File: src/rtl/uart_bus_pkg.sv
// Shared definitions for the UART write path: AXI response codes, sequencer states
// and the simulation UART TX register address.
package uart_bus_pkg;

  localparam logic [1:0]  RESP_OKAY    = 2'b00;
  localparam logic [1:0]  RESP_SLVERR  = 2'b10;
  localparam logic [1:0]  RESP_DECERR  = 2'b11;

  localparam logic [31:0] UART_TX_ADDR = 32'ha000_03f8;

  typedef enum logic [1:0] {
    IDLE,
    SEND,
    WAIT_B,
    RESP
  } state_t;

endpackage

File: src/rtl/uart_wr_arbiter_rr_arb2.sv
// Two-way round-robin picker, purely combinational: a lone request wins outright,
// a tie goes to the master named by ptr.
module rr_arb2 (
  input  logic [1:0] req,
  input  logic       ptr,
  output logic [1:0] gnt
);

  always_comb begin
    gnt = req;
    if (&req) gnt = ptr ? 2'b10 : 2'b01;
  end

endmodule

File: src/rtl/uart_wr_arbiter.sv
// Two-master AXI4-Lite write arbiter in front of the simulation UART: one write in flight,
// round-robin grants, DECERR answered locally for addresses outside the UART window.
module uart_wr_arbiter
  import uart_bus_pkg::*;
#(
  parameter int unsigned   AW        = 32,
  parameter int unsigned   DW        = 32,
  parameter logic [AW-1:0] UART_BASE = AW'(UART_TX_ADDR),
  parameter int unsigned   UART_SIZE = 8
) (
  input  logic                clock,
  input  logic                reset,
  input  logic [1:0]          m_aw_valid,
  output logic [1:0]          m_aw_ready,
  input  logic [2*AW-1:0]     m_aw_addr,
  input  logic [1:0]          m_w_valid,
  output logic [1:0]          m_w_ready,
  input  logic [2*DW-1:0]     m_w_data,
  input  logic [2*(DW/8)-1:0] m_w_strb,
  output logic [1:0]          m_b_valid,
  input  logic [1:0]          m_b_ready,
  output logic [1:0]          m_b_resp,
  output logic                s_aw_valid,
  input  logic                s_aw_ready,
  output logic [AW-1:0]       s_aw_addr,
  output logic                s_w_valid,
  input  logic                s_w_ready,
  output logic [DW-1:0]       s_w_data,
  output logic [DW/8-1:0]     s_w_strb,
  input  logic                s_b_valid,
  output logic                s_b_ready,
  input  logic [1:0]          s_b_resp
);

  localparam int unsigned SW = DW / 8;

  state_t          state_q, state_d;
  logic [1:0]      elig, gnt;
  logic [AW-1:0]   sel_addr, offs, addr_q;
  logic [DW-1:0]   sel_data, data_q;
  logic [SW-1:0]   sel_strb, strb_q;
  logic            hit;
  logic            gsel_q, rr_ptr_q;
  logic [1:0]      resp_q;
  logic            aw_pend_q, w_pend_q;

  // A master only competes once both its AW and W are offered, so the pair handshakes together.
  assign elig = m_aw_valid & m_w_valid;

  rr_arb2 u_arb (
    .req (elig),
    .ptr (rr_ptr_q),
    .gnt (gnt)
  );

  assign sel_addr = gnt[1] ? m_aw_addr[2*AW-1:AW] : m_aw_addr[AW-1:0];
  assign sel_data = gnt[1] ? m_w_data[2*DW-1:DW]  : m_w_data[DW-1:0];
  assign sel_strb = gnt[1] ? m_w_strb[2*SW-1:SW]  : m_w_strb[SW-1:0];

  // Unsigned wrap makes anything below the base look huge, so it misses.
  assign offs = sel_addr - UART_BASE;
  assign hit  = offs < AW'(UART_SIZE);

  assign s_aw_valid = aw_pend_q;
  assign s_w_valid  = w_pend_q;
  assign s_aw_addr  = addr_q;
  assign s_w_data   = data_q;
  assign s_w_strb   = strb_q;

  always_comb begin
    state_d    = state_q;
    m_aw_ready = '0;
    m_w_ready  = '0;
    m_b_valid  = '0;
    m_b_resp   = '0;
    s_b_ready  = 1'b0;
    case (state_q)
      IDLE: begin
        m_aw_ready = gnt;
        m_w_ready  = gnt;
        if (|gnt) state_d = hit ? SEND : RESP;
      end
      SEND: begin
        if ((!aw_pend_q || s_aw_ready) && (!w_pend_q || s_w_ready)) state_d = WAIT_B;
      end
      WAIT_B: begin
        s_b_ready = 1'b1;
        if (s_b_valid) state_d = RESP;
      end
      RESP: begin
        m_b_valid[gsel_q] = 1'b1;
        m_b_resp          = resp_q;
        if (m_b_ready[gsel_q]) state_d = IDLE;
      end
      default: state_d = IDLE;
    endcase
  end

  always_ff @(posedge clock or negedge reset) begin
    if (!reset) begin
      state_q   <= IDLE;
      addr_q    <= '0;
      data_q    <= '0;
      strb_q    <= '0;
      gsel_q    <= 1'b0;
      rr_ptr_q  <= 1'b0;
      resp_q    <= RESP_OKAY;
      aw_pend_q <= 1'b0;
      w_pend_q  <= 1'b0;
    end else begin
      state_q <= state_d;
      case (state_q)
        IDLE: begin
          if (|gnt) begin
            gsel_q    <= gnt[1];
            resp_q    <= RESP_DECERR;
            aw_pend_q <= hit;
            w_pend_q  <= hit;
            if (hit) begin
              addr_q <= sel_addr;
              data_q <= sel_data;
              strb_q <= sel_strb;
            end
          end
        end
        SEND: begin
          if (s_aw_ready) aw_pend_q <= 1'b0;
          if (s_w_ready)  w_pend_q  <= 1'b0;
        end
        WAIT_B: begin
          if (s_b_valid) resp_q <= s_b_resp;
        end
        RESP: begin
          if (m_b_ready[gsel_q]) rr_ptr_q <= ~gsel_q;
        end
        default: ;
      endcase
    end
  end

endmodule
File: config.mk
export PLATFORM = sky130hd
export DESIGN_NAME = uart_wr_arbiter
export DESIGN_NICKNAME = d
export VERILOG_FILES = /design/src/rtl/uart_bus_pkg.sv /design/src/rtl/uart_wr_arbiter_rr_arb2.sv /design/src/rtl/uart_wr_arbiter.sv
export SDC_FILE = /design/constraint.sdc
export NUM_CORES = 1
export LEC_CHECK = 0
export CAP_MARGIN = 40
export CORE_AREA = 2 2 120 110
export CTS_BUF_LIST = sky130_fd_sc_hd__clkbuf_8
export CTS_CLUSTER_SIZE = 30
export DETAILED_ROUTE_END_ITERATION = 8
export DIE_AREA = 0 0 122 112
export PLACE_DENSITY = 0.82
export SLEW_MARGIN = 15
export SYNTH_ARGS = -nofsm -noshare
export SYNTH_HDL_FRONTEND = slang
export SYNTH_SLANG_ARGS = --single-unit
File: constraint.sdc
create_clock -name clock -period 8.2 [get_ports clock]
set_input_delay 1.64 -clock clock [delete_from_list [all_inputs] [get_ports clock]]
set_output_delay 1.64 -clock clock [all_outputs]
set_load 0.02 [all_outputs]
---- After elaboration in Yosys (flattened, before gate mapping) ----
Index checks and enable logic that the tools add are counted.
cells by class
  add/subtract/negate cells ............... 1
  $lt $le $gt $ge ......................... 3
  eq/ne operators ......................... 9
  muxes and demuxes ....................... 27
  bitwise operators ....................... 2
  reductions and logical operators ........ 18
operator list
  kind                                                  count
  two-way mux 32 bit                                    2
  < comparator 32 x 4 -> 1 bit (second input constant)  1
  subtractor 32 bit (second input constant)             1
  two-way mux 2 bit                                     12
  inequality test 2 bit (second input constant)         6
  AND reduction 3 bit                                   4
  one-hot mux 2 bit (4 select lines)                    1
  two-way mux 1 bit                                     7
  AND reduction 2 bit                                   3
  == test 2 bit (second input constant)                 2
  two-way mux 4 bit                                     1
  one-hot mux 1 bit (2 select lines)                    2
  one-hot mux 2 bit (2 select lines)                    1
  AND reduction 4 bit                                   1
  nonzero test 2 bit                                    2
  bitwise AND 2 bit                                     1
  == test 2 x 1 -> 1 bit (second input constant)        1
  logical AND 1 bit                                     2
  logical NOT 1 bit                                     2
  logical NOT 2 bit                                     1
  logical OR 1 bit                                      2
  < comparator 1 x 2 -> 1 bit (second input constant)   1
  OR reduction 2 bit                                    1
  demux 1 bit (select 1 bit)                            1
  2 further kinds                                       2
storage, ports and cells
  register bits ........................... 76
  bits of input ports ..................... 149

---- Logic depth before layout (Yosys ltp) ----
Gate-level depths: netlist of the first run.
  word-level depth ........................ 9
  depth in mapped cells ................... 19
  depth with buffers taken out ............ 13

---- Modules after synthesis ----
A second synthesis of the first run with hierarchy kept.
unflattened totals
  cells, all modules ...................... 425
  area, all modules ....................... 4608.2 µm²
by module, submodules not included
  module           times used  cells each  area an instance (µm²)  seq. area each (µm²)
  uart_wr_arbiter  1           422         4589.4                  1901.8
  rr_arb2          1           3           18.8                    0.0

---- Worst setup path before layout of the first run ----
OpenSTA, ideal clock, no wires.
  kind .................................... input -> register
  start ................................... input port m_aw_valid[1]
  end ..................................... register addr_q[6] (netlist: s_aw_addr[6])
  data arrival time ....................... 5494 ps
  required time ........................... 8072 ps
  slack ................................... 2578 ps
  cell stages on the path ................. 19
  cell sequence ........................... and2_1 buf_2 nand2_1 clkbuf_1 buf_1 nand2_1 o21ai_0 ha_1 buf_2 nand3_1 a2111oi_0 a211oi_1 and4_1 a211oi_2 nand4_1 nor4_4 buf_6 buf_6 mux2_1
on the way
  cells in the longest elaborated chain, start to end .. 7
  elaborated cells between the ends (all ways) .. 8
  classes of those cells .................. add/sub (1); order compare (1); mux (2); bitwise (1); reduce/logical (3)
RTL lines
  element                                   RTL line                       text
  from (decl)                               uart_wr_arbiter.sv:13          input logic [1:0] m_aw_valid,
  bitwise AND 2 bit (*)                     uart_wr_arbiter.sv:48          assign elig = m_aw_valid & m_w_valid;
  AND reduction 2 bit                       uart_wr_arbiter_rr_arb2.sv:11  if (&req) gnt = ptr ? 2'b10 : 2'b01;
  two-way mux 2 bit (*)                     uart_wr_arbiter_rr_arb2.sv:11
  two-way mux 32 bit (*)                    uart_wr_arbiter.sv:56          assign sel_addr = gnt[1] ? m_aw_addr[2*AW-1:AW] : m_aw_addr[AW-1:0];
  named net sel_addr[3]                     uart_wr_arbiter.sv:39          logic [AW-1:0] sel_addr, offs, addr_q;
  subtractor 32 bit (*)                     uart_wr_arbiter.sv:61          assign offs = sel_addr - UART_BASE;
  < comparator 32 x 4 -> 1 bit (*)          uart_wr_arbiter.sv:62          assign hit = offs < AW'(UART_SIZE);
  AND reduction 3 bit (no source line) (*)  -
  to (signal assigned)                      uart_wr_arbiter.sv:120         addr_q <= sel_addr;
  to (decl)                                 uart_wr_arbiter.sv:39
The timed path passes the listed nets; every way through them passes the cells marked *.
A chain may end at the register's enable or synchronous reset.

---- Worst setup path in the final report of the first run ----
  start ................................... input port m_aw_valid[0]
  end ..................................... register data_q[26] (netlist: s_w_data[26])
on the way
  cells in the longest elaborated chain, start to end .. 7
  elaborated cells between the ends (all ways) .. 9
  classes of those cells .................. add/sub (1); order compare (1); mux (3); bitwise (1); reduce/logical (3)
RTL lines
  element                               RTL line                       text
  bitwise AND 2 bit                     uart_wr_arbiter.sv:48
  AND reduction 2 bit                   uart_wr_arbiter_rr_arb2.sv:11
  two-way mux 2 bit                     uart_wr_arbiter_rr_arb2.sv:11
  two-way mux 32 bit                    uart_wr_arbiter.sv:56
  named net sel_addr[3]                 uart_wr_arbiter.sv:39
  subtractor 32 bit                     uart_wr_arbiter.sv:61
  < comparator 32 x 4 -> 1 bit          uart_wr_arbiter.sv:62
  AND reduction 3 bit (no source line)  -
  to (signal assigned)                  uart_wr_arbiter.sv:121         data_q <= sel_data;
  to (decl)                             uart_wr_arbiter.sv:40          logic [DW-1:0] sel_data, data_q;
The timed path passes the listed nets, and every way through them passes these cells.

==> results of run 1 <==
## kinds of logic after synthesis
logic type,Yosys count,share of synthesized area
AND/OR/NAND/NOR,285,0.288
AO/OA/AOI/OAI,83,0.116
flip-flops,76,0.391
multiplexers,56,0.128
buffers and inverters,39,0.0391
XOR/XNOR,11,0.0198
adder cells (fa/ha/maj),7,0.0175
## metal layers
metal  track usage  share of wire  up-vias
met3        0.0743          0.087       33
li1              -              -     2414
met4        0.0705          0.022        0
met2         0.386           0.48      233
met5             0              0        -
met1         0.292           0.41     2435
## sequential cells by signal, indices dropped and copies added, names as in the netlist
register / flops
gsel_q: 1
resp_q: 2
rr_ptr_q: 1
s_aw_addr: 32
s_aw_valid: 1
s_w_data: 32
s_w_strb: 4
s_w_valid: 1
state_q: 2
## area by class of cell
cell class / instances / area (µm²) / area share
multi-input combinational: 442 / 2780 / 0.372
timing repair buffer: 231 / 2320 / 0.311
sequential: 76 / 1900 / 0.255
tap: 164 / 205 / 0.0275
clock buffer: 9 / 124 / 0.0166
clock inverter: 7 / 92.6 / 0.0124
inverter: 11 / 41.3 / 0.00553
## per-stage QoR
step	worst slack, ps	hold WS, ps	power [W]	instances
3_5_place_dp	1530	462	0.000735	924
4_1_cts	1910	482	0.00105	940
2_1_floorplan	2580	493	0.000575	557
3_3_place_gp	1780	457	0.000726	923
5_1_grt	1390	510	0.00110	940
6_report	1820	478	0.00104	940
## cell usage after synthesis (all sizes together) (3+ instances only)
library cell | count | share of area
nor3 | 15 | 0.015
or2 | 6 | 0.0077
a21oi | 16 | 0.016
nand4 | 10 | 0.013
mux2 | 48 | 0.11
a2111oi | 5 | 0.0093
or3 | 5 | 0.0064
nor2b | 25 | 0.032
xnor2 | 4 | 0.0072
or4b | 3 | 0.0062
clkbuf | 8 | 0.0062
o21ai | 15 | 0.015
nor2 | 26 | 0.020
a211oi | 12 | 0.020
o22ai | 5 | 0.0064
nand2 | 138 | 0.11
xor2 | 7 | 0.013
ha | 6 | 0.015
mux2i | 8 | 0.016
o211ai | 3 | 0.0046
a31oi | 6 | 0.0077
nand3 | 15 | 0.015
dfrtp | 76 | 0.39
buf | 20 | 0.024
inv | 11 | 0.0085
or4 | 9 | 0.014
and4 | 3 | 0.0054
o31ai | 3 | 0.0046
and2 | 4 | 0.0051
nor4 | 12 | 0.019
## critical path, delay by kind of cell
kind	cells	cell delay, ps
mux	1	410
simple gates	7	2020
compound gates	3	740
xor+xnor	1	190
buf+inv	2	1160
fa+ha+maj	1	390
## power by group through the flow
stage	combinational (W)	clock, W	sequential, W
3_3_place_gp	0.000318	0	0.000408
4_1_cts	0.000327	0.000318	0.000402
3_5_place_dp	0.000325	0	0.000410
6_report	0.000327	0.000308	0.000402
5_1_grt	0.000360	0.000336	0.000404
2_1_floorplan	0.000170	0	0.000406
## worst paths after layout
kind                          startpoint       endpoint  slack (ps)  cells after the start
setup / recovery           m_aw_valid[0]   s_w_data[26]        1820                     15
hold reg to reg            s_aw_addr[31]  s_aw_addr[31]         480                      1
setup reg to reg                rr_ptr_q   s_w_data[26]        3130                     14
min in group asynchronous          reset  s_aw_addr[23]        1170                      1
max in group asynchronous          reset   s_aw_addr[4]        6460                      2
hold / removal             s_aw_addr[31]  s_aw_addr[31]         480                      1
==> key figures, run 1 <==
STA
  • Peak Freq: 157 MHz
  • Final Slew Violations: 0
  • Max_slew headroom: 0.474
  • Final hold violation count: 0
  • Clk_skew: slightly below 10 ps
  • Final min period: between 6000 and 7000 ps
  • Fin Setup TNS: 0 ps
  • Least-Margin Pin Slew: 789 ps
  • RSZ-0062 raised after global routing: no
  • Setup violators final: 0
  • Final worst-path cycle share: 0.779

Detailed routing
  • TritonRoute pass-1 iters: 6
  • Routed Wire Length: about 16 mm
  • First DRT Iteration DRCs: 430
  • DRC Markers: 0
  • Post-route ant nets: 0
  • DR WL/cell: between 15 and 20 µm
  • Total number of vias: a little over 5000
  • Vias per cell: about 5.4

Min path
  • Worst Hold Class: register to register

Synthesis
  • Prevailing post-synth register cell: dfrtp_1
  • Cells after synthesis: 557
  • Seq cells post-synth: 76
  • Async SR Flop Fraction: 1.00
  • Mean post-synth cell area: slightly below 9 µm²
  • Synth cell types: between 60 and 70
  • Syn_nets: roughly 710
  • EDFF count, synth: 0
  • Synth Cell Area: about 0.005 mm²
  • Sequential share of the synthesized area: 0.391
  • Yosys warning count: 0

Die
  • IO Count: ~230
  • Core area: 0.0124 mm²
  • Row cnt: 39
  • Die X-Extent: ~120 µm
  • Starting Density: 0.391
  • Die Y: between 100 and 150 µm
  • DIE AREA: 0.0137 mm²

Global route
  • Number of global-route vias before repair: 5098
  • Initial antenna violation count: 0
  • Pin count of the biggest net entering global routing: 69
  • First-pass GRT wire length: around 25 mm
  • Grt ovf: 0
  • All-Layer GR Usage: 0.234

Layout
  • Final net count: slightly above 900
  • Commonest non-fill, non-tap cell in the layout: clkdlybuf4s50_1
  • Antenna cells: 0
  • Filler cells: ~1100
  • Finished Cell Area: around 0.0075 mm²
  • Layout cells sized above 1: 0.0954
  • Final Util: 0.600
  • Synth-to-Final Area Change: 53.5%
  • Most frequent cells in the layout: clkdlybuf4s50_1 (226), nand2_1 (137), dfrtp_1 (76), mux2_2 (41)

Power
  • Clock Power Share: 0.297
  • Combinational power share: 0.315
  • Total net switching power: 0.000316 W
  • Lkg Pwr: 3.28 nW
  • Net Sw Frac: 0.305
  • Fraction of power consumed by sequential logic: 0.388
  • Internal Power: approximately 0.00072 W
  • Peak VDD IR: 0.0835 mV
  • Pwr dens: roughly 140 mW/mm²

Setup path
  • CP Max Fanout: 68
  • CP endpoint kind: register
  • Cell Chain, Critical Path: clkdlybuf4s50_1 > nand3b_1 > nand2_2 > nand2_1 > o21ai_0 > ha_1 > nand3_1 > xnor2_1 > nor4_1 > o22ai_1 > a2111oi_0 > nand4_1 > nor4_4 > buf_4 > mux2_2
  • CP arrival: ~6600 ps
  • CP max stage delay: roughly 650 ps
  • Data required time of the worst path: 8430 ps
  • Nature of the critical path startpoint: input pin
  • Crit path kind: input pin to register
  • Slowest cell on crit path: buf_4

Run status
  • Status: complete, no violations

Placement
  • Placed Instance Area: around 0.0072 mm²
  • GP Congestion: ~0.97
  • IO buf count: between 200 and 250
  • HPWL after DPL: 12.5 mm

Clocking
  • CTS tree: yes
  • Clock Latency Late Sink: between 300 and 400 ps
  • Root Driver: clkbuf_8
  • Sink Count: 76
  • H-tree levels: 3
  • Post-CTS Setup Inserts: 0
  • CTS clk-pin slew, worst paths: roughly 80 ps
  • CTS Hold Buffers Added: 0
  • # resized after CTS: 0
  • Cts bufs inserted: 9
  • Clock tree buffer depth: 2

Run
  • Max cap viols: 0
Note: power is estimated with default switching activity, not from simulation.
==> run 2, diff against run 1 <==
--- a/config.mk
+++ b/config.mk
@@ -6,12 +6,12 @@
 export NUM_CORES = 1
 export LEC_CHECK = 0
 export CAP_MARGIN = 40
-export CORE_AREA = 2 2 120 110
+export CORE_AREA = 2 2 121 111
 export CTS_BUF_LIST = sky130_fd_sc_hd__clkbuf_8
 export CTS_CLUSTER_SIZE = 30
 export DETAILED_ROUTE_END_ITERATION = 8
-export DIE_AREA = 0 0 122 112
-export PLACE_DENSITY = 0.82
+export DIE_AREA = 0 0 123 113
+export PLACE_DENSITY = 0.84
 export SLEW_MARGIN = 15
 export SYNTH_ARGS = -nofsm -noshare
 export SYNTH_HDL_FRONTEND = slang
==> constraint.sdc (replaced) <==
create_clock -name clock -period 5.4 [get_ports clock]
set_input_delay 1.08 -clock clock [delete_from_list [all_inputs] [get_ports clock]]
set_output_delay 1.08 -clock clock [all_outputs]
set_load 0.02 [all_outputs]
==> run 2 against run 1 <==
Final cell count rose by 1.1%. Power rose by 51%. Utilization fell by 0.071 points. Sequential cell count did not move. Setup slack got worse by 1300 ps. Clock power rose by 46%. Non-clock buffer count rose by 10. Clock-buffer cell count rose by 1. Critical path type unchanged. Largest power group unchanged.
==> key figures, run 2 (synthesis gave the netlist of run 1 again) <==
Run status
  • Status: complete, no violations

Detailed routing
  • First DRT Iteration DRCs: 440 (+2.3%)
  • Met1 wire length: 6.58 mm (+1.3%)
  • Post-route ant nets: 0 (unchanged)
  • DR WL/cell: 16.2 µm (-3.9%)
  • DRC Markers: 0 (unchanged)
  • Max layer used: met4
  • Vias per cell: 5.36 (-1.5%)
  • DR WL met3: 1.48 mm (+7.4%)
  • Total number of vias: 5092 (-0.45%)
  • Metal2 WL: 7.01 mm (-8.3%)
  • Routed Wire Length: 15.4 mm (-2.9%)
  • TritonRoute pass-1 iters: 5 (-1)

Power
  • Internal Power: 0.00107 W (+49%)
  • Pwr dens: 207 mW/mm² (+49%)
  • Fraction of power consumed by sequential logic: 0.391 (+0.003)
  • Peak VDD IR: 0.112 mV (+34%)
  • Clock Power Share: 0.289 (-0.008)
  • Net Sw Frac: 0.314 (+0.00920)
  • Total net switching power: 0.000490 W (+55%)
  • Combinational power share: 0.320 (+0.005)
  • Lkg Pwr: 3.32 nW (+1.3%)

Min path
  • Worst Hold Class: register to register

Clocking
  • CTS tree: yes
  • Clock tree buffer depth: 2 (unchanged)
  • CTS Hold Buffers Added: 0 (unchanged)
  • Sink Count: 76 (unchanged)
  • H-tree levels: 3 (unchanged)
  • CTS clk-pin slew, worst paths: 80 ps (about the same)
  • Root Driver: clkbuf_8
  • Clock Latency Late Sink: 350 ps (about the same)
  • Cts bufs inserted: 9 (unchanged)
  • Post-CTS Setup Inserts: 0 (unchanged)
  • # resized after CTS: 0 (unchanged)

STA
  • Clk_skew: 16.3 ps (+6.45 ps)
  • Setup violators final: 0 (unchanged)
  • Fin Setup TNS: 0 ps (unchanged)
  • Final worst-path cycle share: 0.907
  • Max_slew headroom: 0.517 (+0.0432)
  • Least-Margin Pin Slew: 720 ps (-69.1 ps)
  • RSZ-0062 raised after global routing: no
  • Final min period: between 4000 and 5000 ps
  • Final hold violation count: 0 (unchanged)
  • Final Slew Violations: 0 (unchanged)
  • Peak Freq: around 200 MHz

Layout
  • Fin cells: 950 (+1.1%)
  • Layout cells sized above 1: 0.108 (+0.0128)
  • Commonest non-fill, non-tap cell in the layout: clkdlybuf4s50_1
  • Final Util: 0.599 (-0.000714)
  • Final net count: 936 (+1.1%)
  • Synth-to-Final Area Change: 55.1%
  • Most frequent cells in the layout: clkdlybuf4s50_1 (226), nand2_1 (137), dfrtp_1 (76), mux2_2 (41)
  • Antenna cells: 0 (unchanged)

Setup path
  • CP max stage delay: 520 ps (-130 ps)
  • Crit path kind: input pin to register
  • CP Max Fanout: 68 (unchanged)
  • CP arrival: 5130 ps (-1480 ps)
  • Worst Path Buf+Inv: 2 (unchanged)
  • Slowest cell on crit path: clkdlybuf4s50_1
  • Cell Chain, Critical Path: clkdlybuf4s50_1 > nand3b_1 > nand2_2 > nand2_1 > o21ai_0 > ha_1 > nand3_1 > xnor2_1 > nor4_1 > o22ai_1 > a2111oi_0 > nand4_1 > nor4_4 > buf_12 > mux2_2
  • Nature of the critical path startpoint: input pin
  • Delay-heaviest family, CP: simple AND/OR/NAND/NOR gates
  • R2R Setup Slk: 1260 ps (-1870 ps)
  • Data required time of the worst path: 5630 ps (-2800 ps)
  • CP endpoint kind: register

Die
  • Row cnt: 39 (unchanged)
  • Die X-Extent: 123 µm (+0.82%)
  • Die Y: 113 µm (+0.89%)
  • IO Count: 228 (unchanged)
  • DIE AREA: 0.0139 mm² (+1.7%)
  • Core area: 0.0126 mm² (+1.2%)
  • Starting Density: 0.386 (-0.00454)

Placement
  • GP Congestion: 1.01 (+3.6%)
  • IO buf count: 227 (unchanged)
  • Dpl cells: 934 (+1.1%)
  • HPWL after DPL: 11.7 mm (-6.5%)

Global route
  • Grt ovf: 0 (unchanged)
  • First-pass GRT wire length: 25.0 mm (-1.5%)
  • All-Layer GR Usage: 0.226 (-0.00753)
  • Number of global-route vias before repair: 5018 (-1.6%)
  • Initial antenna violation count: 0 (unchanged)
  • Pin count of the biggest net entering global routing: 69 (unchanged)

Run
  • Max cap viols: 0 (unchanged)
-- run 2: changes by cell type in the layout (fill, tap and decap cells not counted), sizes merged --
| cell | previous run | this run |
|---|---|---|
| buf | 5 | 15 |
| bufinv | 2 | 1 |
| clkbuf | 9 | 10 |
| clkinv | 2 | 0 |
| clkinvlp | 2 | 3 |
| inv | 12 | 13 |
-- run 2: power groups by stage --
| stage | Sequential, W | Combinational [W] | Clock (W) |
|---|---|---|---|
| 6_report | 0.000610 | 0.000499 | 0.000451 |
| 5_1_grt | 0.000614 | 0.000549 | 0.000493 |
| 3_3_place_gp | 0.000620 | 0.000489 | 0 |
| 4_1_cts | 0.000610 | 0.000498 | 0.000469 |
| 2_1_floorplan | 0.000616 | 0.000258 | 0 |
| 3_5_place_dp | 0.000621 | 0.000495 | 0 |
-- run 2: layout make-up --
class | instances | area, µm²
clock buffers | 10 | 138
flip-flops and latches | 76 | 1900
fillers | 1085 | 5050
repair buffers | 241 | 2410
inverters | 11 | 41.3
clock inverters | 6 | 70.1
multi-input cells | 442 | 2780
well taps | 164 | 205
-- run 2: stage by stage --
stage / total power, W / hold WS [ps] / worst slack, ps / instance area (µm²)
2_1_floorplan: 0.000874 / 493 / 338 / 4860
3_5_place_dp: 0.00112 / 459 / 298 / 7340
4_1_cts: 0.00158 / 480 / 677 / 7540
3_3_place_gp: 0.00111 / 457 / 351 / 7310
5_1_grt: 0.00166 / 503 / 216 / 7540
6_report: 0.00156 / 475 / 501 / 7540
-- run 2: worst register-to-register path, cell delays in order, from the launching register on --
cell and delay [ps]:
dfrtp_1 420, nand3b_1 280, nand2_2 170, nand2_1 60, o21ai_0 80, ha_1 190
nand3_1 190, xnor2_1 180, nor4_1 520, o22ai_1 170, a2111oi_0 450, nand4_1 270
nor4_4 260, buf_12 330, mux2_2 460
-- run 2: final timing paths --
| kind | depth (start not counted) | startpoint | endpoint |
|---|---|---|---|
| worst min register to register | 1 | s_aw_addr[31] | s_aw_addr[31] |
| min in group asynchronous | 1 | reset | s_aw_addr[31] |
| max in group asynchronous | 2 | reset | s_w_data[31] |
| worst max register to register | 14 | rr_ptr_q | s_w_data[31] |
| worst max-delay path | 15 | m_aw_valid[0] | s_w_data[31] |
| worst min-delay path | 1 | s_aw_addr[31] | s_aw_addr[31] |
-- run 2: routing by layer --
layer  up-vias  GRT usage
li1       2433          -
met1      2375      0.297
met2       248      0.355
met3        36     0.0761
met4         0     0.0644
met5         -          0
==> run 3, diff against run 2 <==
--- a/config.mk
+++ b/config.mk
@@ -12,6 +12,7 @@
 export DETAILED_ROUTE_END_ITERATION = 8
 export DIE_AREA = 0 0 123 113
 export PLACE_DENSITY = 0.84
+export SKIP_LAST_GASP = 1
 export SLEW_MARGIN = 15
 export SYNTH_ARGS = -nofsm -noshare
 export SYNTH_HDL_FRONTEND = slang
==> constraint.sdc (replaced) <==
create_clock -name clock -period 5.4 [get_ports clock]
set_input_delay 1.08 -clock clock [delete_from_list [all_inputs] [get_ports clock]]
set_output_delay 1.08 -clock clock [all_outputs]
set_load 0.01 [all_outputs]
==> results of run 3 <==
The final DEF is identical to that of run 2. Status: complete, no violations.
Among the figures that moved: total power 0.00156 W -> 0.00154 W
